==> src/rtl/minmax_tracker_4bit.sv <==
// Streaming extremum tracker: takes a frame of FRAME_LEN unsigned 4-bit samples over
// valid/ready and reports max/min values with the index of their first occurrence.
module minmax_tracker_4bit #(
   parameter int FRAME_LEN = 8
) (
   input  logic       i_clk,
   input  logic       i_rst,
   input  logic       i_start,
   input  logic       i_in_valid,
   input  logic [3:0] i_in_data,
   output logic       o_in_ready,
   output logic       o_busy,
   output logic       o_done,
   output logic [3:0] o_max_val,
   output logic [3:0] o_min_val,
   output logic [3:0] o_max_idx,
   output logic [3:0] o_min_idx,
   output logic [1:0] o_state
);

   // Handshake: a sample transfers on a rising edge where i_in_valid && o_in_ready;
   // o_in_ready is a registered flag that is high only in RUN.
   typedef enum logic [1:0] {
      S_IDLE = 2'd0,
      S_RUN  = 2'd1,
      S_DONE = 2'd2
   } state_t;

   localparam logic [3:0] LAST_IDX = 4'(FRAME_LEN - 1);

   state_t     r_state;
   logic [3:0] r_cnt;
   logic [3:0] r_max_val;
   logic [3:0] r_min_val;
   logic [3:0] r_max_idx;
   logic [3:0] r_min_idx;
   logic       r_in_ready;
   logic       r_busy;
   logic       r_done;

   logic [2:0] w_max_cmp;
   logic [2:0] w_min_cmp;
   logic       w_accept;

   // MSB-first magnitude compare; result is {eq, gt, sm} for a versus b.
   function automatic logic [2:0] cmp4(input logic [3:0] a, input logic [3:0] b);
      logic gt;
      logic sm;
      gt = 1'b0;
      sm = 1'b0;
      for (int i = 3; i >= 0; i--) begin
         if (!gt && !sm) begin
            if (a[i] && !b[i]) begin
               gt = 1'b1;
            end else if (!a[i] && b[i]) begin
               sm = 1'b1;
            end
         end
      end
      return {(!gt && !sm), gt, sm};
   endfunction

   assign w_max_cmp = cmp4(i_in_data, r_max_val);
   assign w_min_cmp = cmp4(i_in_data, r_min_val);
   assign w_accept  = r_in_ready && i_in_valid;

   always_ff @(posedge i_clk) begin
      if (i_rst) begin
         r_state    <= S_IDLE;
         r_cnt      <= 4'd0;
         r_max_val  <= 4'd0;
         r_min_val  <= 4'd0;
         r_max_idx  <= 4'd0;
         r_min_idx  <= 4'd0;
         r_in_ready <= 1'b0;
         r_busy     <= 1'b0;
         r_done     <= 1'b0;
      end else begin
         case (r_state)
            S_IDLE: begin
               if (i_start) begin
                  r_state    <= S_RUN;
                  r_cnt      <= 4'd0;
                  r_in_ready <= 1'b1;
                  r_busy     <= 1'b1;
               end
            end
            S_RUN: begin
               if (w_accept) begin
                  r_cnt <= r_cnt + 4'd1;
                  if (r_cnt == 4'd0) begin
                     r_max_val <= i_in_data;
                     r_min_val <= i_in_data;
                     r_max_idx <= 4'd0;
                     r_min_idx <= 4'd0;
                  end else begin
                     // Strict gt/sm only: equal samples keep the earliest index.
                     if (w_max_cmp[1]) begin
                        r_max_val <= i_in_data;
                        r_max_idx <= r_cnt;
                     end
                     if (w_min_cmp[0]) begin
                        r_min_val <= i_in_data;
                        r_min_idx <= r_cnt;
                     end
                  end
                  if (r_cnt == LAST_IDX) begin
                     r_state    <= S_DONE;
                     r_in_ready <= 1'b0;
                     r_done     <= 1'b1;
                  end
               end
            end
            S_DONE: begin
               r_state <= S_IDLE;
               r_done  <= 1'b0;
               r_busy  <= 1'b0;
            end
            default: begin
               r_state    <= S_IDLE;
               r_in_ready <= 1'b0;
               r_busy     <= 1'b0;
               r_done     <= 1'b0;
            end
         endcase
      end
   end

   assign o_in_ready = r_in_ready;
   assign o_busy     = r_busy;
   assign o_done     = r_done;
   assign o_max_val  = r_max_val;
   assign o_min_val  = r_min_val;
   assign o_max_idx  = r_max_idx;
   assign o_min_idx  = r_min_idx;
   assign o_state    = r_state;

endmodule

==> config.mk <==
export PLATFORM = sky130hd
export DESIGN_NAME = minmax_tracker_4bit
export DESIGN_NICKNAME = d
export VERILOG_FILES = /design/src/rtl/minmax_tracker_4bit.sv
export SDC_FILE = /design/constraint.sdc
export NUM_CORES = 1
export LEC_CHECK = 0
export ABC_AREA = 1
export ABC_CLOCK_PERIOD_IN_PS = 1200
export BUFFER_PORTS_ARGS = -buffer_cell sky130_fd_sc_hd__buf_4
export CORE_ASPECT_RATIO = 1.4
export CORE_MARGIN = 2
export CORE_UTILIZATION = 45
export CTS_CLUSTER_DIAMETER = 40
export DETAILED_ROUTE_END_ITERATION = 10
export GPL_ROUTABILITY_DRIVEN = 0
export PLACE_DENSITY = 0.68
export SLEW_MARGIN = 0
export SYNTH_ARGS = -nofsm -noshare
export SYNTH_HDL_FRONTEND = slang
export SYNTH_SLANG_ARGS = --single-unit
==> constraint.sdc <==
create_clock -name i_clk -period 1.2 [get_ports i_clk]
set_input_delay 0.24 -clock i_clk [delete_from_list [all_inputs] [get_ports i_clk]]
set_output_delay 0.24 -clock i_clk [all_outputs]
set_load 0.1 [all_outputs]
**Word-level counts from Yosys, hierarchy flattened**

Cells that the tools add are included.

- Logic and storage cells: 131
- Bits in latches: 0
- Input port bits: 8
- Bits in read-only memories: 0
- Memories: 0
- Bits in writable memories: 0
- Bits in registers: 25
- Output and inout port bits: 21

- Equality and inequality tests: 6
- Div/mod/pow operators: 0
- Bitwise logic cells: 3
- Shift-type cells: 0
- Order comparisons: 0
- Multiplexer cells: 54
- Reduce and logical (&&, ||, !) cells: 58
- Multiply operators: 0
- $add $sub $neg: 1

Operator list:

| kind | number |
|---|---|
| 4-bit 2-to-1 mux | 10 |
| 1-bit 2-to-1 mux | 36 |
| 1-bit logical NOT | 24 |
| 1-bit logical AND | 22 |
| 3-bit AND reduction | 5 |
| 4-bit one-hot mux with 2 select lines | 1 |
| 2-bit 2-to-1 mux | 3 |
| 2-bit inequality test (second input constant) | 3 |
| 2-bit nonzero test | 3 |
| 4-bit by 1-bit adder with 4-bit output (second input constant) | 1 |
| 4-bit by 3-bit == test with 1-bit output (second input constant) | 1 |
| 4-bit logical NOT | 1 |
| 1-bit one-hot mux with 2 select lines | 2 |
| 2-bit one-hot mux with 2 select lines | 1 |
| 4-bit AND reduction | 1 |
| 1-bit NOT | 3 |
| 1-bit one-hot mux with 3 select lines | 1 |
| 2-bit by 1-bit == test with 1-bit output (second input constant) | 1 |
| 2-bit == test (second input constant) | 1 |
| 2-bit logical NOT | 1 |
| 2-bit AND reduction | 1 |

**Logic depth before layout (Yosys ltp)**

Gate-level depths: netlist of the first run.

- Depth after elaboration: 15
- Mapped depth: 11
- Gate-level depth less buffers: 10

**Worst setup path after synthesis of the first run**

OpenSTA, ideal clock, no wires.

- Path type: reg-to-reg
- Start: register r_min_val[3] (netlist: o_min_val[3])
- End: register r_min_val[3] (netlist: o_min_val[3])
- Required time: 1.081 ns
- Library setup time: 0.119 ns
- Setup slack: -0.866 ns
- Buffers on the path: 1
- Arrival time: 1.947 ns
- Stages on the path, launching flop included: 9
- Clock period less this slack: 2.066 ns
- Path through: dfxtp_1 > ha_1 > nand3_1 > nand2_1 > nand2_2 > nand2_4 > buf_6 > a21oi_1 > nor2_1

- Word-level cells in the longest chain between the ends: 14
- Elaborated cells on any way between the ends: 30
- Classes of those cells: mux: 16; reduce/logical: 14

Ends and longest elaborated chain:

| element | line | RTL |
|---|---|---|
| from (decl) | 34 | `logic [3:0] r_min_val;` |
| from (signal assigned) | 93 | `r_min_val <= i_in_data;` |
| from (signal assigned) | 103 | `r_min_val <= i_in_data;` |
| 1-bit logical AND / 1-bit logical NOT (equally long branches) | 55, 53 |  |
| 1-bit 2-to-1 mux / 1-bit logical AND (equally long branches) | 55, 53 |  |
| 1-bit 2-to-1 mux | 53 | `if (a[i] && !b[i]) begin` |
| 1-bit 2-to-1 mux / 1-bit logical NOT (equally long branches) | 55, 52 |  |
| 1-bit 2-to-1 mux / 1-bit logical AND (equally long branches) | 53, 52 |  |
| 1-bit 2-to-1 mux | 52 | `if (!gt && !sm) begin` |
| 1-bit 2-to-1 mux / 1-bit logical NOT (equally long branches) | 55, 52 |  |
| 1-bit 2-to-1 mux / 1-bit logical AND (equally long branches) | 53, 52 |  |
| 1-bit 2-to-1 mux | 52 |  |
| 1-bit 2-to-1 mux / 1-bit logical NOT (equally long branches) | 55, 52 |  |
| 1-bit 2-to-1 mux / 1-bit logical AND (equally long branches) | 53, 52 |  |
| 1-bit 2-to-1 mux (*) | 52 |  |
| 2-bit nonzero test (no line) (*) | n/a |  |
| 3-bit AND reduction (no line) (*) | n/a |  |

Mark *: on every way between the ends. The rest lies on a longest branch, timed or not.
A chain may end at the register's enable or synchronous reset.

**Worst setup path in the final report of the first run**

- Start: register r_min_val[3] (netlist: o_min_val[3])
- End: register r_min_idx[2] (netlist: o_min_idx[2])

- Word-level cells in the longest chain between the ends: 14
- Elaborated cells on any way between the ends: 30
- Classes of those cells: mux: 16; reduce/logical: 14

Ends and longest elaborated chain:

| element | line | RTL |
|---|---|---|
| 1-bit logical AND / 1-bit logical NOT (equally long branches) | 55, 53 |  |
| 1-bit 2-to-1 mux / 1-bit logical AND (equally long branches) | 55, 53 |  |
| 1-bit 2-to-1 mux | 53 |  |
| 1-bit 2-to-1 mux / 1-bit logical NOT (equally long branches) | 55, 52 |  |
| 1-bit 2-to-1 mux / 1-bit logical AND (equally long branches) | 53, 52 |  |
| 1-bit 2-to-1 mux | 52 |  |
| 1-bit 2-to-1 mux / 1-bit logical NOT (equally long branches) | 55, 52 |  |
| 1-bit 2-to-1 mux / 1-bit logical AND (equally long branches) | 53, 52 |  |
| 1-bit 2-to-1 mux | 52 |  |
| 1-bit 2-to-1 mux / 1-bit logical NOT (equally long branches) | 55, 52 |  |
| 1-bit 2-to-1 mux / 1-bit logical AND (equally long branches) | 53, 52 |  |
| 1-bit 2-to-1 mux (*) | 52 |  |
| 2-bit nonzero test (no line) (*) | n/a |  |
| 3-bit AND reduction (no line) (*) | n/a |  |
| to (signal assigned) | 104 | `r_min_idx <= r_cnt;` |
| to (decl) | 36 | `logic [3:0] r_min_idx;` |

Marks and branches as above.

==> results of run 1 <==
==> cell type report <==
type / count / area (um2) / share of cell area (%)
Clock buffer: 3 / 41.29 / 1.988
Clock inverter: 1 / 7.507 / 0.3614
Inverter: 22 / 85.08 / 4.096
Multi-Input combinational cell: 131 / 933.4 / 44.94
Sequential cell: 25 / 539.3 / 25.96
Tap cell: 37 / 46.29 / 2.229
Timing Repair Buffer: 48 / 424.2 / 20.42
==> sequential cells by signal, summed over array words and instances, names as in the netlist <==
signal,cells
o_max_idx,4
o_max_val,4
o_min_idx,4
o_min_val,4
r_cnt,4
o_state,2
o_busy,1
o_done,1
o_in_ready,1
==> cells by family after synthesis <==
group	count (synthesis)	share of synthesized area [%]
AO/OA/AOI/OAI	31	13.52
buffers and inverters	28	11.17
flip-flops	25	37.56
AND/OR/NAND/NOR	92	32.11
adder cells (fa/ha/maj)	6	5.634
==> through the flow <==
stage	setup TNS [ns]	instance area, um2	utilization, %
2_1_floorplan	-4.356	1416	-
3_3_place_gp	-3.576	1732	60.78
3_5_place_dp	-4.617	1732	60.78
4_1_cts	-2.144	1982	69.57
5_1_grt	-3.527	2077	72.90
6_report	-2.209	2077	72.90
==> worst reg2reg max path, delay by kind of cell, from the launching register on <==
| family | cells | cell delay, ns |
|---|---|---|
| simple gates | 7 | 0.59 |
| flops | 1 | 0.38 |
| fa+ha+maj | 1 | 0.15 |
| compound gates | 1 | 0.10 |
| buf+inv | 1 | 0.05 |
==> what timing repair did <==
item | in CTS | in global routing
pin swaps | 17 | 14
hold buffers | 0 | 0
setup buffers | 4 | 2
hold endpoints to repair | 0 | 0
gates resized for setup | 34 | 22
endpoints found under the setup margin | 24 | 28
cloned | 2 | 0
==> cells in the final DEF (no fill, tap or decap), types with 2 or more instances in the layout <==
cell	count
nor3_4	2
nand2_8	2
buf_12	3
inv_2	7
ha_4	4
nor2_4	5
dfxtp_4	8
dfxtp_2	7
nor2_1	21
nand3_2	14
dfxtp_1	10
clkbuf_8	3
ha_1	2
nand2_1	32
buf_4	39
nand2_4	5
a21oi_2	9
buf_6	5
nand3_1	4
o21ai_1	4
inv_1	13
a21oi_1	15
nand2_2	8
==> power groups by stage <==
stage / clock [uW] / combinational [uW] / sequential (uW)
after floorplan: 0 / 193 / 1070
after global placement: 0 / 474 / 892
after detailed placement: 0 / 483 / 893
after CTS: 521 / 549 / 875
after global routing: 545 / 615 / 880
final: 504 / 576 / 876
==> routing by layer <==
layer / up-vias / GRT usage [%] / part of all wire [%]
met5: - / 0 / 0
met4: 0 / 7.986 / 2.1
met3: 8 / 2.620 / 2.4
met2: 31 / 43.26 / 58
met1: 625 / 21.18 / 38
li1: 680 / - / -
==> worst max-delay path by stage <==
| stage | from | to | cells after the start |
|---|---|---|---|
| 3_3_place_gp | i_in_data[3] | o_max_idx[1]$_SDFFE_PP0P_ | 9 |
| 3_5_place_dp | i_in_data[3] | o_max_idx[0]$_SDFFE_PP0P_ | 11 |
| 5_1_grt | o_min_val[3]$_SDFFE_PP0P_ | o_min_idx[1]$_SDFFE_PP0P_ | 10 |
| 2_1_floorplan | o_min_val[3]$_SDFFE_PP0P_ | o_min_idx[0]$_SDFFE_PP0P_ | 8 |
| 4_1_cts | r_cnt[1]$_SDFFE_PP0P_ | o_max_idx[3]$_SDFFE_PP0P_ | 8 |
| 6_report | o_min_val[3]$_SDFFE_PP0P_ | o_min_idx[2]$_SDFFE_PP0P_ | 10 |
==> results.tsv, run 1 <==
stage	metric	value	unit
outcome	status	finished, violations left	
outcome	violations	setup timing	
detailed_routing	wl_per_cell	13.00	um
power	power_frac_comb	29.5	%
die	die_area	3419	um2
logic_synthesis	synth.area.top_cells	dfxtp_1 38%, nand2_1 11%, a21oi_1 7.1%	
placed_design	post-place-ws	-0.3394	ns
die	die_y	68.39	um
timing	layout_setup_ws	-0.1668	ns
power	clkPwrFrac	25.8	%
logic_synthesis	synth_top_area_share	37.56	%
die	fp.dieW	49.99	um
setup_path	cp_cell_sequence	inv_2 > ha_4 > a21oi_2 > nand2_1 > nand2_1 > nand2_2 > nand2_4 > nand3_2 > nand2_1 > nor2_1	
logic_synthesis	async_reset_ff_share	0	%
setup_path	r2r-start	o_min_val[3]$_SDFFE_PP0P_	
logic_synthesis	synth-edff-count	0	
logic_synthesis	synth_commonest_cells	39 x nand2_1, 25 x dfxtp_1, 22 x nor2_1, 19 x a21oi_1, 17 x nand3_1	
timing	finClkSkew	0.005764	ns
logic_synthesis	synth_ff_type	dfxtp_1	
logic_synthesis	ys_seq_area_share	37.56	%
setup_path	crit_type	flop to flop	
setup_path	end_kind	flop	
detailed_routing	dr.pass1.iters	4	
setup_path	cpLargestDelayFamily	simple AND/OR/NAND/NOR gates	
setup_path	crit_path_max_fanout	8	
setup_path	path_buf_inv	1	
setup_path	r2r_cells	10	
timing	hold_viol_final	0	
placed_design	numPortBuffers	28	
cts	clk_pin_slew	0.09	ns
timing	fmax	731.6	MHz
detailed_routing	viasPerCell	5.034	
detailed_routing	postRouteAntennaNets	0	
min_path	min_to	o_state[1]$_SDFFE_PP0P_	
global_routing	grt_pass1_vias	1339	
logic_synthesis	syn_area	1333	um2
placed_design	dpl.cell_count	256	
cts	cts_root_buf	clkbuf_8	
timing	slew_viol_final	0	
logic_synthesis	yosysMostFrequentCell	nand2_1	
final_layout	diodes	0	
final_layout	layout.nets	245	
logic_synthesis	ys_ff_latch	25	
die	core	2849	um2
logic_synthesis	synth_nets	196	
final_layout	area_delta_synth_final	55.87	%
power	p_seq_share	44.8	%
timing	min_period_over_period	113.9	%
power	switching_share	35.09	%
setup_path	r2r-end	o_min_idx[2]$_SDFFE_PP0P_	
min_path	holdPathStages	2	
setup_path	ff2ff_setup_slack	-0.17	ns
logic_synthesis	syn_area_per_cell	7.322	um2
final_layout	fin_cells	267	
final_layout	final.fill_count	213	
cts	cts_buffers	3	
detailed_routing	vias	1344	
min_path	hold_path_class	input port to flop	
timing	whs	0.1766	ns
cts	worstSkewPairLatency	0.27	ns
cts	cts_tree	yes	
global_routing	antenna_found_initial	0	
timing	rsz0062_at_grt	yes	
die	start_util	46.77	%
timing	worst_slew_pin_slew	0.2860	ns
die	io_pins	29	
power	cell_internal_pwr	1269	uW
placed_design	hpwl	2279	um
logic_synthesis	synth.largest_area_cell	dfxtp_1	
final_layout	drive_gt1_share	55.22	%
logic_synthesis	yosysWarningCount	0	
setup_path	crit_top_cell	nand2_1	
logic_synthesis	synth_cells	182	
die	rows	23	
power	switching_power	686.4	uW
global_routing	grt_max_degree	33	
min_path	hp-start	i_rst	
logic_synthesis	synth.distinct_cells	22	
job	maxCapViolCount	0	
setup_path	cp-start-kind	flop	
timing	max_slew_margin	81.09	%
detailed_routing	drt-total-wl	3470	um
timing	setup_viol	17	
power	p_leak	0.0008701	uW
cts	clock_sinks	25	
cts	htree_num_levels	1	
detailed_routing	drtIter0Drc	24	
setup_path	critical-path-max-stage-delay	0.38	ns
setup_path	critPathArrivalTime	1.53	ns
global_routing	grt_use_total	21.11	%
power	power	1956	uW
setup_path	cpMaxStageDelayCell	dfxtp_4	
power	power.density	941.7	nW/um2
detailed_routing	drc	0	
cts	clk_path_buf_depth	2	
global_routing	grt_pass1_wl	5568	um
global_routing	grt_overflow	0	
power	vdd_drop_max	0.7775	mV
timing	post-route-min-period	1.367	ns
setup_path	critPathRequiredTime	1.36	ns
Power figures use the tool's default switching activity.
==> run 2: changes to the inputs <==
--- a/config.mk
+++ b/config.mk
@@ -8,12 +8,11 @@
 export ABC_AREA = 1
 export ABC_CLOCK_PERIOD_IN_PS = 1200
 export BUFFER_PORTS_ARGS = -buffer_cell sky130_fd_sc_hd__buf_4
-export CORE_ASPECT_RATIO = 1.4
 export CORE_MARGIN = 2
 export CORE_UTILIZATION = 45
 export CTS_CLUSTER_DIAMETER = 40
+export CTS_CLUSTER_SIZE = 28
 export DETAILED_ROUTE_END_ITERATION = 10
-export GPL_ROUTABILITY_DRIVEN = 0
 export PLACE_DENSITY = 0.68
 export SLEW_MARGIN = 0
 export SYNTH_ARGS = -nofsm -noshare
==> run 2 against run 1 <==
The flow still finishes with violations (setup timing). Non-clock buffer count grew 5. Sequential power rose by 1%. Critical path depth decreased by 1. Sequential share of layout area down 1.3 points. Global-route usage decreased by 0.088 points. Critical path type unchanged.
==> results.tsv, run 2 (synthesized netlist as in run 1, its figures left out) <==
stage	metric	value	unit	change
power	power	1886	uW	was 1956 uW
detailed_routing	viasPerCell	5.162		was 5.034
timing	finClkSkew	0.01079	ns	was 0.005764 ns
global_routing	grt_use_total	21.02	%	was 21.11%
timing	worst_slew_pin_slew	0.2489	ns	was 0.2860 ns
power	power.density	847.9	nW/um2	was 941.7 nW/um2
setup_path	cp-start-kind	flop		unchanged
cts	cts_tree	yes		unchanged
timing	rsz0062_at_grt	yes		unchanged
setup_path	r2r-start	o_max_val[3]$_SDFFE_PP0P_		was o_min_val[3]$_SDFFE_PP0P_
global_routing	antenna_found_initial	0		unchanged
placed_design	numPortBuffers	28		unchanged
timing	min_period_over_period	111.4	%	was 113.9%
cts	clk_path_buf_depth	2		unchanged
detailed_routing	vias	1373		was 1344
setup_path	critPathArrivalTime	1.57	ns	was 1.53 ns
die	io_pins	29		unchanged
detailed_routing	met3_length	115	um	was 83 um
die	core	2781	um2	was 2849 um2
detailed_routing	wl_per_cell	13.67	um	was 13.00 um
setup_path	r2r_cells	9		was 10
cts	clock_sinks	25		unchanged
outcome	status	finished, violations left		unchanged
placed_design	dpl.cell_count	254		was 256
final_layout	drive_gt1_share	57.45	%	was 55.22%
job	maxCapViolCount	0		unchanged
min_path	hold_path_class	input port to flop		unchanged
setup_path	end_kind	flop		unchanged
cts	htree_num_levels	1		unchanged
final_layout	fin_cells	266		was 267
final_layout	final_common_cell	nand2_1		was buf_4
global_routing	grt_pass1_wl	5561	um	was 5568 um
timing	post-route-min-period	1.337	ns	was 1.367 ns
timing	hold_viol_final	0		unchanged
die	start_util	47.91	%	was 46.77%
setup_path	startpoint	o_max_val[3]$_SDFFE_PP0P_		was o_min_val[3]$_SDFFE_PP0P_
detailed_routing	drt-total-wl	3636	um	was 3470 um
timing	max_slew_margin	83.38	%	was 81.09%
power	p_leak	0.0009247	uW	was 0.0008701 uW
setup_path	ff2ff_setup_slack	-0.14	ns	was -0.17 ns
cts	worstSkewPairLatency	0.32	ns	was 0.27 ns
final_layout	area_delta_synth_final	66.95	%	was 55.87%
die	fp.dieW	58.42	um	was 49.99 um
timing	slew_viol_final	0		unchanged
outcome	violations	setup timing		unchanged
timing	setup_viol	19		was 17
setup_path	r2r-end	o_max_idx[0]$_SDFFE_PP0P_		was o_min_idx[2]$_SDFFE_PP0P_
placed_design	gp_congestion	0.7889		
detailed_routing	postRouteAntennaNets	0		unchanged
detailed_routing	drtIter0Drc	47		was 24
global_routing	grt_max_degree	25		was 33
final_layout	layout_common_cells	34 x nand2_1, 28 x buf_4, 19 x nor2_1		was 39 x buf_4, 32 x nand2_1, 21 x nor2_1
global_routing	grt_pass1_vias	1327		was 1339
detailed_routing	routed.top_layer	met4		unchanged
timing	fmax	748.0	MHz	was 731.6 MHz
min_path	hp-start	i_rst		unchanged
detailed_routing	drc	0		unchanged
detailed_routing	wl_met1	1432	um	was 1315 um
cts	clk_pin_slew	0.15	ns	was 0.09 ns
setup_path	crit_end	o_max_idx[0]$_SDFFE_PP0P_		was o_min_idx[2]$_SDFFE_PP0P_
final_layout	final.fill_count	183		was 213
setup_path	crit_path_max_fanout	8		unchanged
detailed_routing	dr.pass1.iters	4		unchanged
final_layout	diodes	0		unchanged
power	vdd_drop_max	0.8646	mV	was 0.7775 mV
timing	layout_setup_ws	-0.1370	ns	was -0.1668 ns
detailed_routing	wl_met2	2051	um	was 1997 um
final_layout	ff_latch_area	549.3	um2	was 539.3 um2
final_layout	layout.nets	250		was 245
cts	cts_root_buf	clkbuf_4		was clkbuf_8
die	die_area	3412	um2	was 3419 um2
die	die_y	58.42	um	was 68.39 um
setup_path	critPathRequiredTime	1.44	ns	was 1.36 ns
final_layout	multi_input_area	922.1	um2	was 933.4 um2
placed_design	hpwl	2290	um	was 2279 um
timing	whs	0.1134	ns	was 0.1766 ns
setup_path	crit_type	flop to flop		unchanged
global_routing	grt_overflow	0		unchanged
cts	cts_buffers	3		unchanged
die	rows	19		was 23
run 2: changes by cell type in the layout (fill, tap and decap cells not counted), sizes merged:
cell,before,now
buf,48,53
clkinv,1,2
clkinvlp,1,0
run 2: how the worst min path moves through the flow:
stage,to,cells after the start
after CTS,o_done$_SDFFE_PP0P_,2
after global routing,o_done$_SDFFE_PP0P_,2
after detailed placement,o_busy$_SDFFE_PP0P_,2
after global placement,o_done$_SDFFE_PP0P_,2
after floorplan,o_in_ready$_SDFFE_PP0P_,1
final,o_done$_SDFFE_PP0P_,2
run 2: worst max-delay path: stages (launching register included):
cell     delay [ns]
dfxtp_4        0.39
ha_4           0.16
a21oi_2        0.11
nand2_1        0.08
nand2_2        0.10
nand2_4        0.10
nand2_8        0.12
nand3_1        0.08
nand2_1        0.06
nor2_1         0.04
run 2: layer usage:
metal	vias up	GRT usage, %
met5	-	0
met4	0	6.645
met3	4	2.198
met2	31	41.41
met1	644	23.11
li1	694	-
run 2: area by class of cell:
cell class,instances,share of cell area [%]
Timing Repair Buffer,53,26.94
Clock buffer,3,1.012
Clock inverter,1,0.2250
Sequential cell,25,24.69
Multi-Input combinational cell,131,41.45
Tap cell,31,1.744
Inverter,22,3.937
run 2: where the power goes:
group | internal [uW] | switching, uW
Combinational | 224 | 391
Sequential | 850 | 35.8
Clock | 125 | 261
Total | 1200 | 687
run 2: metrics by stage:
step	TNS, ns	worst slack, ns	util [%]	instance area [um2]
after detailed placement	-4.018	-0.2671	63.07	1754
after CTS	-1.370	-0.1015	73.68	2049
final	-1.853	-0.1370	79.98	2225
after floorplan	-4.356	-0.2890	-	1416
after global routing	-3.594	-0.2218	79.98	2225
after global placement	-3.149	-0.2188	63.07	1754
run 2: timing repair:
item	in CTS	in global routing
gates resized for setup	55	42
cloned	2	0
setup endpoints to repair	39	35
hold buffers	0	0
pin swaps	15	19
buffers inserted	4	2
